`src/rtl/prog_loader.sv`:
```
// prog_loader: byte-stream loader for the 1024 x 9-bit instruction memory.
//
// Accepts framed bytes (SYNC, CNT_HI, CNT_LO, N x {WHI, WLO}, CHK) over a
// valid/ready handshake, packs each WHI/WLO pair into one 9-bit word, and
// writes the words through a registered memory write port. An XOR checksum
// covers every byte between SYNC and CHK. The processor is held for the whole
// frame, including the final DONE/ERR cycle.
//
// Ports:
//   clk1       in   clock, all logic on posedge
//   rst        in   asynchronous active-high reset
//   in_data    in   stream byte
//   in_valid   in   in_data is valid
//   in_ready   out  loader can accept a byte (low only in DONE/ERR)
//   mem_we     out  one-cycle write strobe per word
//   mem_addr   out  write address (BASE_ADDR + word index)
//   mem_wdata  out  write data {WHI[0], WLO}
//   cpu_hold   out  processor must not fetch while high
//   done       out  one-cycle pulse: frame loaded, checksum good
//   err        out  one-cycle pulse: frame rejected
module prog_loader #(
    parameter int         ADDR_W    = 10,
    parameter int         DATA_W    = 9,
    parameter int         BASE_ADDR = 0,
    parameter logic [7:0] SYNC      = 8'hA5
) (
    input  logic              clk1,
    input  logic              rst,
    input  logic [7:0]        in_data,
    input  logic              in_valid,
    output logic              in_ready,
    output logic              mem_we,
    output logic [ADDR_W-1:0] mem_addr,
    output logic [DATA_W-1:0] mem_wdata,
    output logic              cpu_hold,
    output logic              done,
    output logic              err
);

    // Largest word count that still fits between BASE_ADDR and the top of memory.
    localparam logic [31:0]       N_LIMIT = 32'((2 ** ADDR_W) - BASE_ADDR);
    localparam logic [ADDR_W-1:0] BASE    = ADDR_W'(BASE_ADDR);

    typedef enum logic [2:0] {
        S_IDLE = 3'd0,
        S_CNTH = 3'd1,
        S_CNTL = 3'd2,
        S_WHI  = 3'd3,
        S_WLO  = 3'd4,
        S_CHK  = 3'd5,
        S_DONE = 3'd6,
        S_ERR  = 3'd7
    } state_t;

    // Running frame checksum: plain XOR of the accepted bytes.
    function automatic logic [7:0] f_chk_next(input logic [7:0] acc, input logic [7:0] b);
        return acc ^ b;
    endfunction

    state_t            r_state;
    state_t            w_next;
    logic [7:0]        r_acc;
    logic [1:0]        r_cnt_hi;
    logic [9:0]        r_left;
    logic [ADDR_W-1:0] r_waddr;
    logic              r_whi;
    logic              r_in_ready;
    logic              r_cpu_hold;
    logic              r_done;
    logic              r_err;
    logic              r_mem_we;
    logic [ADDR_W-1:0] r_mem_addr;
    logic [DATA_W-1:0] r_mem_wdata;

    logic              w_accept;
    logic [9:0]        w_n;

    assign w_accept = in_valid && r_in_ready;
    // Word count as seen while the CNT_LO byte is on the bus.
    assign w_n      = {r_cnt_hi, in_data};

    assign in_ready  = r_in_ready;
    assign cpu_hold  = r_cpu_hold;
    assign done      = r_done;
    assign err       = r_err;
    assign mem_we    = r_mem_we;
    assign mem_addr  = r_mem_addr;
    assign mem_wdata = r_mem_wdata;

    // Next-state decode of the frame parser.
    always_comb begin
        w_next = r_state;
        case (r_state)
            S_IDLE: begin
                if (w_accept && (in_data == SYNC)) w_next = S_CNTH;
                else                               w_next = S_IDLE;
            end
            S_CNTH: begin
                if (w_accept) begin
                    if (in_data[7:2] != 6'd0) w_next = S_ERR;
                    else                      w_next = S_CNTL;
                end else begin
                    w_next = S_CNTH;
                end
            end
            S_CNTL: begin
                if (w_accept) begin
                    if ({22'd0, w_n} > N_LIMIT) w_next = S_ERR;
                    else if (w_n == 10'd0)      w_next = S_CHK;
                    else                        w_next = S_WHI;
                end else begin
                    w_next = S_CNTL;
                end
            end
            S_WHI: begin
                if (w_accept) begin
                    if (in_data[7:1] != 7'd0) w_next = S_ERR;
                    else                      w_next = S_WLO;
                end else begin
                    w_next = S_WHI;
                end
            end
            S_WLO: begin
                // r_left still counts the word being completed now.
                if (w_accept) begin
                    if (r_left == 10'd1) w_next = S_CHK;
                    else                 w_next = S_WHI;
                end else begin
                    w_next = S_WLO;
                end
            end
            S_CHK: begin
                if (w_accept) begin
                    if (in_data == r_acc) w_next = S_DONE;
                    else                  w_next = S_ERR;
                end else begin
                    w_next = S_CHK;
                end
            end
            S_DONE:  w_next = S_IDLE;
            S_ERR:   w_next = S_IDLE;
            default: w_next = S_IDLE;
        endcase
    end

    // State register plus status outputs registered from the next state.
    always_ff @(posedge clk1 or posedge rst) begin
        if (rst) begin
            r_state    <= S_IDLE;
            r_in_ready <= 1'b1;
            r_cpu_hold <= 1'b0;
            r_done     <= 1'b0;
            r_err      <= 1'b0;
        end else begin
            r_state    <= w_next;
            r_in_ready <= (w_next != S_DONE) && (w_next != S_ERR);
            r_cpu_hold <= (w_next != S_IDLE);
            r_done     <= (w_next == S_DONE);
            r_err      <= (w_next == S_ERR);
        end
    end

    // Frame datapath: checksum, word count, word assembly and the write port.
    always_ff @(posedge clk1 or posedge rst) begin
        if (rst) begin
            r_acc       <= 8'd0;
            r_cnt_hi    <= 2'd0;
            r_left      <= 10'd0;
            r_waddr     <= BASE;
            r_whi       <= 1'b0;
            r_mem_we    <= 1'b0;
            r_mem_addr  <= '0;
            r_mem_wdata <= '0;
        end else begin
            r_mem_we <= 1'b0;
            if (w_accept) begin
                case (r_state)
                    S_IDLE: begin
                        if (in_data == SYNC) r_acc <= 8'd0;
                    end
                    S_CNTH: begin
                        r_acc    <= f_chk_next(r_acc, in_data);
                        r_cnt_hi <= in_data[1:0];
                    end
                    S_CNTL: begin
                        r_acc   <= f_chk_next(r_acc, in_data);
                        r_left  <= w_n;
                        r_waddr <= BASE;
                    end
                    S_WHI: begin
                        r_acc <= f_chk_next(r_acc, in_data);
                        r_whi <= in_data[0];
                    end
                    S_WLO: begin
                        r_acc       <= f_chk_next(r_acc, in_data);
                        r_mem_we    <= 1'b1;
                        r_mem_addr  <= r_waddr;
                        r_mem_wdata <= DATA_W'({r_whi, in_data});
                        r_waddr     <= r_waddr + {{(ADDR_W-1){1'b0}}, 1'b1};
                        r_left      <= r_left - 10'd1;
                    end
                    default: begin
                        r_acc <= r_acc;
                    end
                endcase
            end
        end
    end

endmodule

```
`config.mk`:
```
export PLATFORM = sky130hd
export DESIGN_NAME = prog_loader
export DESIGN_NICKNAME = d
export VERILOG_FILES = /design/src/rtl/prog_loader.sv
export SDC_FILE = /design/constraint.sdc
export NUM_CORES = 1
export LEC_CHECK = 0
export BUFFER_PORTS_ARGS = -buffer_cell sky130_fd_sc_hd__buf_4
export CORE_MARGIN = 4
export CORE_UTILIZATION = 52
export CTS_CLUSTER_DIAMETER = 50
export CTS_CLUSTER_SIZE = 16
export DETAILED_ROUTE_END_ITERATION = 8
export GPL_TIMING_DRIVEN = 0
export PLACE_DENSITY = 0.75
export SYNTH_ARGS = -nofsm -noshare
export SYNTH_HDL_FRONTEND = slang
export SYNTH_SLANG_ARGS = --single-unit
```
`constraint.sdc`:
```
create_clock -name clk1 -period 1.7 [get_ports clk1]
set_input_delay 0.085 -clock clk1 [delete_from_list [all_inputs] [get_ports clk1]]
set_output_delay 0.085 -clock clk1 [all_outputs]
set_load 0.02 [all_outputs]
```
======== Yosys cells after proc, flatten, opt, wreduce, memory -nomap -nowiden ========
Index checks and enable logic that the tools add are counted.
operators by class
  bitwise logic cells ..................... 1
  equality and inequality tests ........... 15
  reduce and logical (&&, ||, !) cells .... 17
  mux-type cells .......................... 18
  add/subtract/negate cells ............... 2
operator list
  cell                     number
  $pmux W10 S2             2
  $mux W3                  8
  $pmux W3 S7              1
  $eq A3 B3 Y1 const B     6
  $pmux W8 S2              1
  $add A10 B1 Y10 const B  1
  $eq A10 B1 Y1 const B    1
  $logic_not A10 Y1        1
  $sub A10 B1 Y10 const B  1
  $eq A8 B8 Y1             1
  $eq A8 B8 Y1 const B     1
  $mux W8                  1
  $reduce_and A2 Y1        4
  $xor A8 B8 Y8            1
  $reduce_bool A7 Y1       1
  $eq A3 B2 Y1 const B     2
  $ne A3 B3 Y1 const B     2
  $reduce_bool A6 Y1       1
  $mux W1                  4
  $reduce_bool A2 Y1       2
  $reduce_or A4 Y1         1
  $eq A3 B1 Y1 const B     1
  $logic_and A1 B1 Y1      3
  $logic_not A3 Y1         1
  other kinds (5)          5
storage, ports and cells
  word-level logic and storage cells ...... 66
  input bits .............................. 11
  output and inout bits ................... 24
  bits in registers ....................... 58

======== Longest topological paths before layout ========
Gate-level depths: netlist of run 1.
  depth after elaboration ................. 6
  mapped depth ............................ 8
  mapped depth without buffers ............ 7

======== Worst setup path after synthesis of run 1 ========
Ideal clock, no wire load.
  path type ............................... reg2reg
  start point ............................. register r_in_ready (netlist: in_ready)
  end point ............................... register r_cpu_hold (netlist: cpu_hold)
  arrival time ............................ 1.706 ns
  required time ........................... 1.562 ns
  cell stages (with the launch flop) ...... 7
  library setup time ...................... 0.138 ns
  path slack .............................. -0.145 ns
  period minus slack after synthesis ...... 1.845 ns
  path buffers ............................ 1
  cells stage by stage .................... dfstp_2 > and2_1 > buf_2 > nand3_1 > nor4_4 > o21ai_2 > or4_1
on the way
  word-level cells in the longest chain between the ends .. 5
  elaborated cells between the ends (all ways) .. 10
  classes of those cells .................. 7 x mux; 3 x reduce/logical
ends and longest elaborated chain
  what                    line  text
  from (decl)             67    logic r_in_ready;
  from (signal assigned)  156   r_in_ready <= (w_next != S_DONE) && (w_next != S_ERR);
  $logic_and A1 B1 Y1 *   78    assign w_accept = in_valid && r_in_ready;
  $logic_and A1 B1 Y1     95    if (w_accept && (in_data == SYNC)) w_next = S_CNTH;
  $mux W1                 95
  $pmux W3 S7 *           93    case (r_state)
  via w_next[0]           61    state_t w_next;
  $reduce_bool A3 Y1 *    157   r_cpu_hold <= (w_next != S_IDLE);
  to (signal assigned)    157
  to (decl)               68    logic r_cpu_hold;
Mark *: on every way through the listed nets, which the timed path passes. The rest lies on a longest branch.
A chain may end at the register's enable or synchronous reset.

======== Final worst setup path of run 1 ========
  start point ............................. register r_left[1]
  end point ............................... register r_left[9]
on the way
  word-level cells in the longest chain between the ends .. 2
ends and longest elaborated chain
  what                    line  text
  from (decl)             64    logic [9:0] r_left;
  from (signal assigned)  187   r_left <= w_n;
  from (signal assigned)  200   r_left <= r_left - 10'd1;
  $sub A10 B1 Y10         200
  $pmux W10 S2            177   case (r_state)
No other way between the ends.

==> impl_metrics.py, run 1 <==
metrics = {
    "yosys": {
        "ys_warn_count": 0,
        "ys_ff_latch": 58,
        "synthAdderAreaFrac_pct": 1.27,
        "synth_xor_area_share_pct": 4.44,
        "syn_avg_cell_area_um2": 9.18,
        "synth_top_area_share_pct": 48.2,
        "synth_edf_count": 0,
        "ys_seq_area_share_pct": 49.1,
        "synth_area_leader_cell": "dfrtp_1",
        "async_reset_ff_share_pct": 100,
        "synth_compound_area_share_pct": 13.7,
        "synth-simple-area-share_pct": 27.0,
        "synth.distinct_cells": 51,
        "synth_fp_nets": 336,
        "netlist_area_um2": 2960,
        "synth-main-ff-cell": "dfrtp_1",
        "syn_inst": 322,
        "synth_top_family_by_area": "simple AND/OR/NAND/NOR gates",
        "synth.area.top_cells": "dfrtp_1 48%, nand2_1 8.8%, nor2_1 3.6%, o2bb2ai_1 3.6%, xor2_1 3.0%",
        "synth_mux_area_share_pct": 1.14,
    },
    "timing": {
        "fin_crit_ps": 1840,
        "worst_pin_slew_ps": 468,
        "finalHoldViolCount": 0,
        "slew_headroom_pct": 68.5,
        "skew_ps": 4.54,
        "finalMaxSlewViolations": 0,
        "setup_violations": 6,
        "layout_setup_ws_ps": -144,
        "fin_crit_sh_pct": 108,
        "rsz0062_at_grt": "true",
        "timing.fmax_mhz": 542,
    },
    "final_layout": {
        "final_core_util_pct": 71.5,
        "n_fill_cell": 415,
        "layout_common_cells": "68 x nand2_1, 57 x buf_4, 53 x dfrtp_1, 24 x nor2_1, 12 x o21ai_0",
        "antenna_cells": 0,
        "stdcell_count": 466,
        "final_common_cell": "nand2_1",
        "final-seq-area_um2": 1460,
        "drive_above_1_share_pct": 34.0,
        "finalNetCount": 403,
        "multi_input_area_um2": 1620,
        "syn_to_final_growth_pct": 33.1,
    },
    "floorplanning": {
        "rows": 27,
        "io_pins": 35,
        "coreArea_um2": 5510,
        "start_util_pct": 53.7,
        "die_x_um": 83.4,
        "die_y_um": 83.4,
        "dieArea_um2": 6960,
    },
    "power_and_ir_drop": {
        "power_leakage_nw": 1.81,
        "powerDensity_nw_per_um2": 1740,
        "ir_drop_uv": 963,
        "finalPower_w": 0.00686,
    },
    "route": {
        "wirelength_um": 8000,
        "dr_total_vias": 2712,
        "via_per_inst": 5.82,
        "drc": 0,
        "drtPass1Iterations": 4,
        "drt-initial-drc-count": 271,
        "drt.antenna.violating_nets": 0,
        "avgRoutedWirePerCell_um": 17.2,
    },
    "run_status": {
        "violations": "setup timing",
        "status": "finished with violations",
    },
    "hold_path": {
        "hold_class": "input port to register",
    },
    "worst_setup_path": {
        "crit_arrival_ps": 2080,
        "reg2reg_slack_ps": -140,
        "cp-start-kind": "register",
        "worstSetupEndpointType": "register",
        "path_max_fanout": 5,
        "worst-path-buf-inv": 1,
        "critical_path.max_stage_delay_ps": 560,
        "cpMaxStageDelayCell": "or4_4",
        "crit_type": "register to register",
        "crit_chain": "buf_4 -> or4_4 -> nor3_2 -> nand3_2 -> o22ai_1 -> a2bb2oi_1",
        "path_delay_family": "simple AND/OR/NAND/NOR gates",
        "required_ps": 1940,
    },
    "clocking": {
        "numCtsBuffers": 9,
        "clk_latency_ps": 350,
        "cts.sinks": 58,
        "cts_tree": "yes",
        "cts_max_level": 3,
        "max-clock-path-buffers": 2,
        "cts_root_buffer": "clkbuf_8",
        "clkTransAtPathRegs_ps": 70,
    },
    "placement": {
        "routabilityCongestion": 0.897,
        "io_buffers": 32,
        "hpwl_um": 4820,
        "placed_cells": 427,
    },
    "global_routing": {
        "grt_overflow_total": 0,
        "grt_use_total_pct": 22.5,
        "grt_pass1_wl_um": 12600,
        "antenna_found_initial": 0,
        "grt_max_degree": 42,
        "first_global_vias": 2553,
    },
    "flow_run": {
        "max_cap_viol_count": 0,
    },
}
==> registers in the layout (all words and copies together), names as in the netlist <==
name       count
cpu_hold       1
done           1
err            1
in_ready       1
mem_addr      10
mem_wdata      9
mem_we         1
r_acc          8
r_cnt_hi       2
r_left        10
r_state        3
r_waddr       10
r_whi          1
==> metrics by stage <==
step                hold WS (ps)  setup slack [ps]  cell area [um^2]  setup TNS, ps
floorplan                    190             -61.6              2980          -61.6
global placement             346              -519              3310         -33670
detailed placement           106              -217              3330          -5180
CTS                        0.608             -96.3              3720           -132
global route                18.9              -191              3940          -1630
finish                      8.52              -144              3940           -358
==> report_power, final <==
| part | internal, W | switching (W) |
|---|---|---|
| logic | 0.00150 | 0.00170 |
| registers | 0.00184 | 0.000477 |
| clock network | 0.000748 | 0.000585 |
| total | 0.00409 | 0.00277 |
==> cells in the mapped netlist (all sizes together), types with 3 or more instances <==
| library cell | instances |
|---|---|
| nand2 | 69 |
| dfrtp | 57 |
| nor2 | 29 |
| o21ai | 23 |
| a21oi | 12 |
| o2bb2ai | 12 |
| nand2b | 11 |
| nand4 | 11 |
| xor2 | 10 |
| buf | 8 |
| clkbuf | 8 |
| nand3 | 7 |
| nor3 | 7 |
| inv | 6 |
| xnor2 | 5 |
| and3 | 4 |
| ha | 3 |
| mux2 | 3 |
| nor3b | 3 |
| o211ai | 3 |
| or4 | 3 |
==> area by class of cell <==
cell class,count,area share [%]
buffer,12,1.97
clock buffer,11,3.85
multi-input combinational,243,41.1
sequential,58,37.0
inverter,6,0.572
clock inverter,5,1.34
timing repair buffer,59,11.9
tap,72,2.29
==> routing by layer <==
layer | vias up | routed length (um) | global-route usage (%)
li1 | 1257 | - | -
met1 | 1332 | 3340 | 28.2
met2 | 102 | 4030 | 36.7
met3 | 21 | 434 | 5.56
met4 | 0 | 199 | 10.1
met5 | - | 0 | 0
==> worst min-delay path: stages <==
cell and delay (ps):
buf_4 130, nand2_1 50, nand2_1 50
==> path summary, 6_finish.rpt <==
path	from	to	cells past startpoint
max	r_left[1]	r_left[9]	6
min	in_data[5]	mem_wdata[5]	3
max in group asynchronous	rst	r_left[4]	4
max reg2reg	r_left[1]	r_left[9]	6
min in group asynchronous	rst	mem_wdata[0]	3
min reg2reg	mem_addr[1]	mem_addr[1]	2
==> what timing repair did <==
item | CTS | global route
cloned | 0 | 1
pin swaps | 5 | 9
setup endpoints to repair | 42 | 21
resized for setup | 27 | 31
hold endpoints to repair | 18 | 0
buffers inserted | 8 | 15
hold buffers | 3 | 0
==> cells by family (layout without fill, tap and decap cells) <==
group           count (synthesis)  after routing
mux                             3              3
compound gates                 61             62
xor+xnor                       15             15
buf+inv                        22             93
simple gates                  160            160
flops                          58             58
fa+ha+maj                       3              3
Power figures use the tool's default switching activity.
==> inputs of run 2 (changes only) <==
Settings changed: PLACE_DENSITY 0.75 to 0.79.
==> run 2 against run 1 <==
Largest cell class unchanged. Clock skew increased by 1.3 ps. Register-to-register slack got worse by 20 ps. The run still ends with setup timing left. Total power decreased by 1.3%. Sequential power about the same. Largest power group unchanged. Hold slack improved by 8.6 ps.
==> impl_metrics.py, run 2 (synthesis gave the netlist of run 1 again) <==
metrics = {
    "global_routing": {
        "antenna_found_initial": 0,
        "grt_use_total_pct": 21.9,
        "grt_overflow_total": 0,
        "grt_pass1_wl_um": 12200,
        "grt_max_degree": 42,
        "first_global_vias": 2644,
    },
    "route": {
        "via_per_inst": 5.82,
        "wirelength_um": 7450,
        "dr_total_vias": 2643,
        "drt.antenna.violating_nets": 0,
        "avgRoutedWirePerCell_um": 16.4,
        "drtPass1Iterations": 5,
        "drc": 0,
        "drt-initial-drc-count": 236,
    },
    "floorplanning": {
        "start_util_pct": 53.7,
        "io_pins": 35,
        "die_y_um": 83.4,
        "die_x_um": 83.4,
        "coreArea_um2": 5510,
        "rows": 27,
        "dieArea_um2": 6960,
    },
    "worst_setup_path": {
        "r2r_cells": 6,
        "worstSetupEndpointType": "register",
        "cp-start-kind": "register",
        "crit_arrival_ps": 2070,
        "path_max_fanout": 8,
        "required_ps": 1910,
        "crit_type": "register to register",
    },
    "final_layout": {
        "antenna_cells": 0,
        "syn_to_final_growth_pct": 31.2,
        "finalNetCount": 391,
        "layout_common_cells": "66 x nand2_1, 54 x dfrtp_1, 45 x buf_4, 25 x nor2_1, 13 x o21ai_0",
        "stdcell_count": 454,
        "drive_above_1_share_pct": 32.7,
        "final_common_cell": "nand2_1",
    },
    "clocking": {
        "numCtsBuffers": 9,
        "cts_tree": "yes",
        "clk_latency_ps": 340,
        "clkTransAtPathRegs_ps": 70,
        "cts_root_buffer": "clkbuf_8",
        "cts.sinks": 58,
        "max-clock-path-buffers": 2,
        "cts_max_level": 3,
    },
    "timing": {
        "worst_pin_slew_ps": 480,
        "layout_setup_ws_ps": -168,
        "fin_crit_sh_pct": 110,
        "finalHoldViolCount": 0,
        "slew_headroom_pct": 68.0,
        "finalMaxSlewViolations": 0,
        "hold_ws_ps": 17.2,
        "fin_crit_ps": 1870,
        "skew_ps": 5.84,
        "setup_violations": 8,
        "timing.fmax_mhz": 535,
        "rsz0062_at_grt": "true",
    },
    "placement": {
        "io_buffers": 32,
        "place_worst_setup_slack_ps": -209,
        "routabilityCongestion": 0.846,
        "hpwl_um": 4710,
        "placed_cells": 427,
    },
    "run_status": {
        "status": "finished with violations",
        "violations": "setup timing",
    },
    "flow_run": {
        "max_cap_viol_count": 0,
    },
    "power_and_ir_drop": {
        "finalPower_w": 0.00677,
        "power_leakage_nw": 1.77,
        "powerDensity_nw_per_um2": 1740,
        "ir_drop_uv": 1160,
    },
    "hold_path": {
        "hold_class": "input port to register",
        "whs_path_depth": 3,
    },
}
==> run 2: changes by cell type in the layout (fill, tap and decap cells not counted), moves of 2 or more <==
cell and delta:
nand2_2 +2, o2bb2ai_2 -2, a22oi_1 -2, dlygate4sd3_1 -2
nand2_1 -2, buf_4 -12, o2bb2ai_1 +2, a22oi_2 +2
==> run 2: worst paths after layout <==
path                              from      endpoint  slack [ps]
min in group asynchronous          rst  mem_wdata[1]         310
max reg2reg                 r_state[1]      cpu_hold        -170
max                         r_state[1]      cpu_hold        -170
min                         in_data[1]  mem_wdata[1]          20
min reg2reg                mem_addr[4]   mem_addr[4]         480
max in group asynchronous          rst     r_left[2]         820
==> run 2: report_power, final <==
part	total, W	internal (W)	leakage [nW]	switching (W)
Combinational	0.00308	0.00140	0.915	0.00168
Sequential	0.00230	0.00185	0.744	0.000450
Clock	0.00139	0.000860	0.109	0.000533
Total	0.00677	0.00411	1.77	0.00266
==> run 2: final cells by class <==
class	count	area, um^2
Clock inverter	5	77.6
Clock buffer	11	141
Inverter	6	22.5
Tap cell	72	90.1
Fill cell	406	1630
Buffer	14	104
Multi-Input combinational cell	243	1640
Timing Repair Buffer	45	353
Sequential cell	58	1460
==> run 2: metrics by stage <==
| stage | util, % | setup TNS (ps) | area (um^2) |
|---|---|---|---|
| 3_3_place_gp | 60.2 | -32990 | 3310 |
| 4_1_cts | 66.5 | -262 | 3660 |
| 3_5_place_dp | 60.5 | -5090 | 3330 |
| 6_report | 70.5 | -281 | 3880 |
| 2_1_floorplan | - | -61.6 | 2980 |
| 5_1_grt | 70.5 | -1750 | 3880 |
==> run 2: what timing repair did <==
action,CTS,global route
cloned,1,0
gates resized for setup,25,39
hold buffers,1,0
endpoints found under the setup margin,42,32
endpoints found under the hold margin,16,0
pin swaps,5,7
buffers inserted,3,8
==> run 2: worst max-delay path: stages (launching register included) <==
cell,delay [ps]
dfrtp_1,380
buf_6,140
or2_1,220
a41o_1,220
o2111ai_2,200
o21ai_2,110
or4_1,460
==> run 2: routing by layer <==
layer  up-vias  track usage, %  part of all wire, %
met5         -               0                    0
met4         0            7.13                  1.2
met3        10            7.04                  6.7
met2       102            35.9                   51
met1      1296            27.3                   41
li1       1235               -                    -
==> inputs of run 3 (changes only) <==
Settings changed: PLACE_DENSITY 0.79 to 0.76.
==> run 3 against run 2 <==
The flow still finishes with violations (setup timing). Count of clock-buffer cells in the layout up 3. Total power shrank 6.5%. Combinational power is 10% lower. Sequential share of layout area rose by 1.4 points. Cell area shrank 3.7%. Die area did not move. Clock skew grew 1.7 ps. Fmax is 2.1% higher. Worst setup slack improved by 38 ps. Highest routed layer unchanged.
==> impl_metrics.py, run 3 (synthesis gave the netlist of run 1 again) <==
metrics = {
    "run_status": {
        "status": "finished with violations",
        "violations": "setup timing",
    },
    "timing": {
        "slew_headroom_pct": 69.1,
        "timing.fmax_mhz": 546,
        "fin_crit_sh_pct": 108,
        "setup_violations": 5,
        "skew_ps": 7.57,
        "finalMaxSlewViolations": 0,
        "rsz0062_at_grt": "true",
        "finalHoldViolCount": 0,
        "layout_setup_ws_ps": -130,
        "worst_pin_slew_ps": 463,
        "fin_crit_ps": 1830,
    },
    "clocking": {
        "cts_max_level": 3,
        "numCtsBuffers": 9,
        "cts.sinks": 58,
        "cts_root_buffer": "clkbuf_8",
        "clkTransAtPathRegs_ps": 70,
        "clk_latency_ps": 330,
        "cts_tree": "yes",
        "max-clock-path-buffers": 2,
    },
    "floorplanning": {
        "rows": 27,
        "start_util_pct": 53.7,
        "coreArea_um2": 5510,
        "io_pins": 35,
        "dieArea_um2": 6960,
        "die_y_um": 83.4,
        "die_x_um": 83.4,
    },
    "global_routing": {
        "grt_use_total_pct": 21.8,
        "grt_pass1_wl_um": 12300,
        "antenna_found_initial": 0,
        "first_global_vias": 2646,
        "grt_max_degree": 42,
        "grt_overflow_total": 0,
    },
    "worst_setup_path": {
        "crit_arrival_ps": 2020,
        "path_max_fanout": 3,
        "reg2reg_slack_ps": -130,
        "r2r_start": "r_left[1]",
        "r2r-end": "cpu_hold",
        "startpoint": "r_left[1]",
        "r2r_cells": 7,
        "required_ps": 1890,
        "cp-start-kind": "register",
        "worstSetupEndpointType": "register",
        "crit_type": "register to register",
    },
    "placement": {
        "routabilityCongestion": 0.851,
        "place_worst_setup_slack_ps": -238,
        "io_buffers": 32,
        "hpwl_um": 4700,
        "placed_cells": 427,
    },
    "power_and_ir_drop": {
        "ir_drop_uv": 982,
        "powerDensity_nw_per_um2": 1690,
        "power_leakage_nw": 1.71,
    },
    "final_layout": {
        "final-seq-area_um2": 1460,
        "drive_above_1_share_pct": 27.9,
        "finalNetCount": 385,
        "antenna_cells": 0,
        "multi_input_area_um2": 1570,
        "layout_common_cells": "67 x nand2_1, 54 x dfrtp_1, 39 x buf_4, 25 x nor2_1, 14 x o21ai_0",
        "stdcell_count": 448,
        "syn_to_final_growth_pct": 26.4,
        "final_common_cell": "nand2_1",
        "n_fill_cell": 435,
    },
    "route": {
        "wirelength_um": 7140,
        "drtPass1Iterations": 4,
        "drc": 0,
        "avgRoutedWirePerCell_um": 15.9,
        "dr_total_vias": 2592,
        "drt-initial-drc-count": 181,
        "via_per_inst": 5.79,
        "drt.antenna.violating_nets": 0,
    },
    "flow_run": {
        "max_cap_viol_count": 0,
    },
    "hold_path": {
        "hold_class": "input port to register",
        "whs_path_depth": 3,
        "hold_start": "in_data[1]",
        "holdPathEnd": "mem_wdata[1]",
    },
}
==> run 3: cell types whose count changed in the layout (fill, tap and decap cells not counted), moves of 3 or more <==
cell       delta
clkbuf_2      -4
buf_4         -6
buf_2         +3
o2bb2ai_1     +4
o2bb2ai_2     -3
==> run 3: through the flow <==
step	instance area, um^2	TNS (ps)	utilization (%)	power (W)	hold slack [ps]
after floorplan	2980	-61.6	-	0.00385	190
after global placement	3310	-35110	60.2	0.00447	350
after detailed placement	3330	-4070	60.5	0.00457	101
after CTS	3690	-309	67.0	0.00619	12.0
after global routing	3740	-1150	67.9	0.00676	18.8
final	3740	-234	67.9	0.00633	19.7
==> run 3: cell type report <==
class / instances / share of cell area [%]
Buffer: 13 / 2.38
Clock buffer: 14 / 4.35
Clock inverter: 2 / 0.937
Inverter: 6 / 0.603
Multi-Input combinational cell: 243 / 41.9
Sequential cell: 58 / 39.0
Tap cell: 72 / 2.41
Timing Repair Buffer: 40 / 8.44
==> run 3: routing by layer <==
layer  GRT usage [%]  share of wire [%]  wire length, um
met5               0                  0                0
met4            11.1                2.9              206
met3            4.46                5.5              390
met2            35.5                 48             3450
met1            27.5                 43             3100
==> run 3: how the worst max path moves through the flow <==
stage	end	slack (ps)	depth (start not counted)
3_3_place_gp	r_left[1]	-540	2
4_1_cts	cpu_hold	-130	6
2_1_floorplan	cpu_hold	-60	5
5_1_grt	cpu_hold	-180	6
3_5_place_dp	r_left[7]	-240	5
6_report	cpu_hold	-130	7
==> run 3: critical path, cell delays in order (launching register included) <==
cell and delay, ps:
dfrtp_1 390, inv_2 70, ha_4 150, nor4b_4 120, and4_4 170, o211ai_1 250, o21ai_1 130, or4_1 410
==> run 3: timing repair <==
| action | CTS | global route |
|---|---|---|
| buffers inserted | 6 | 0 |
| gates cloned | 1 | 0 |
| hold endpoints to repair | 16 | 0 |
| setup endpoints to repair | 41 | 50 |
| pin swaps | 7 | 6 |
| resized for setup | 27 | 23 |
| hold buffers | 1 | 0 |
==> run 3: report_power, final <==
group / internal (W) / switching (W) / leakage (nW) / total [W]
Sequential: 0.00185 / 0.000450 / 0.744 / 0.00230
Clock: 0.000757 / 0.000516 / 0.101 / 0.00127
Combinational: 0.00122 / 0.00154 / 0.868 / 0.00276
Total: 0.00382 / 0.00251 / 1.71 / 0.00633
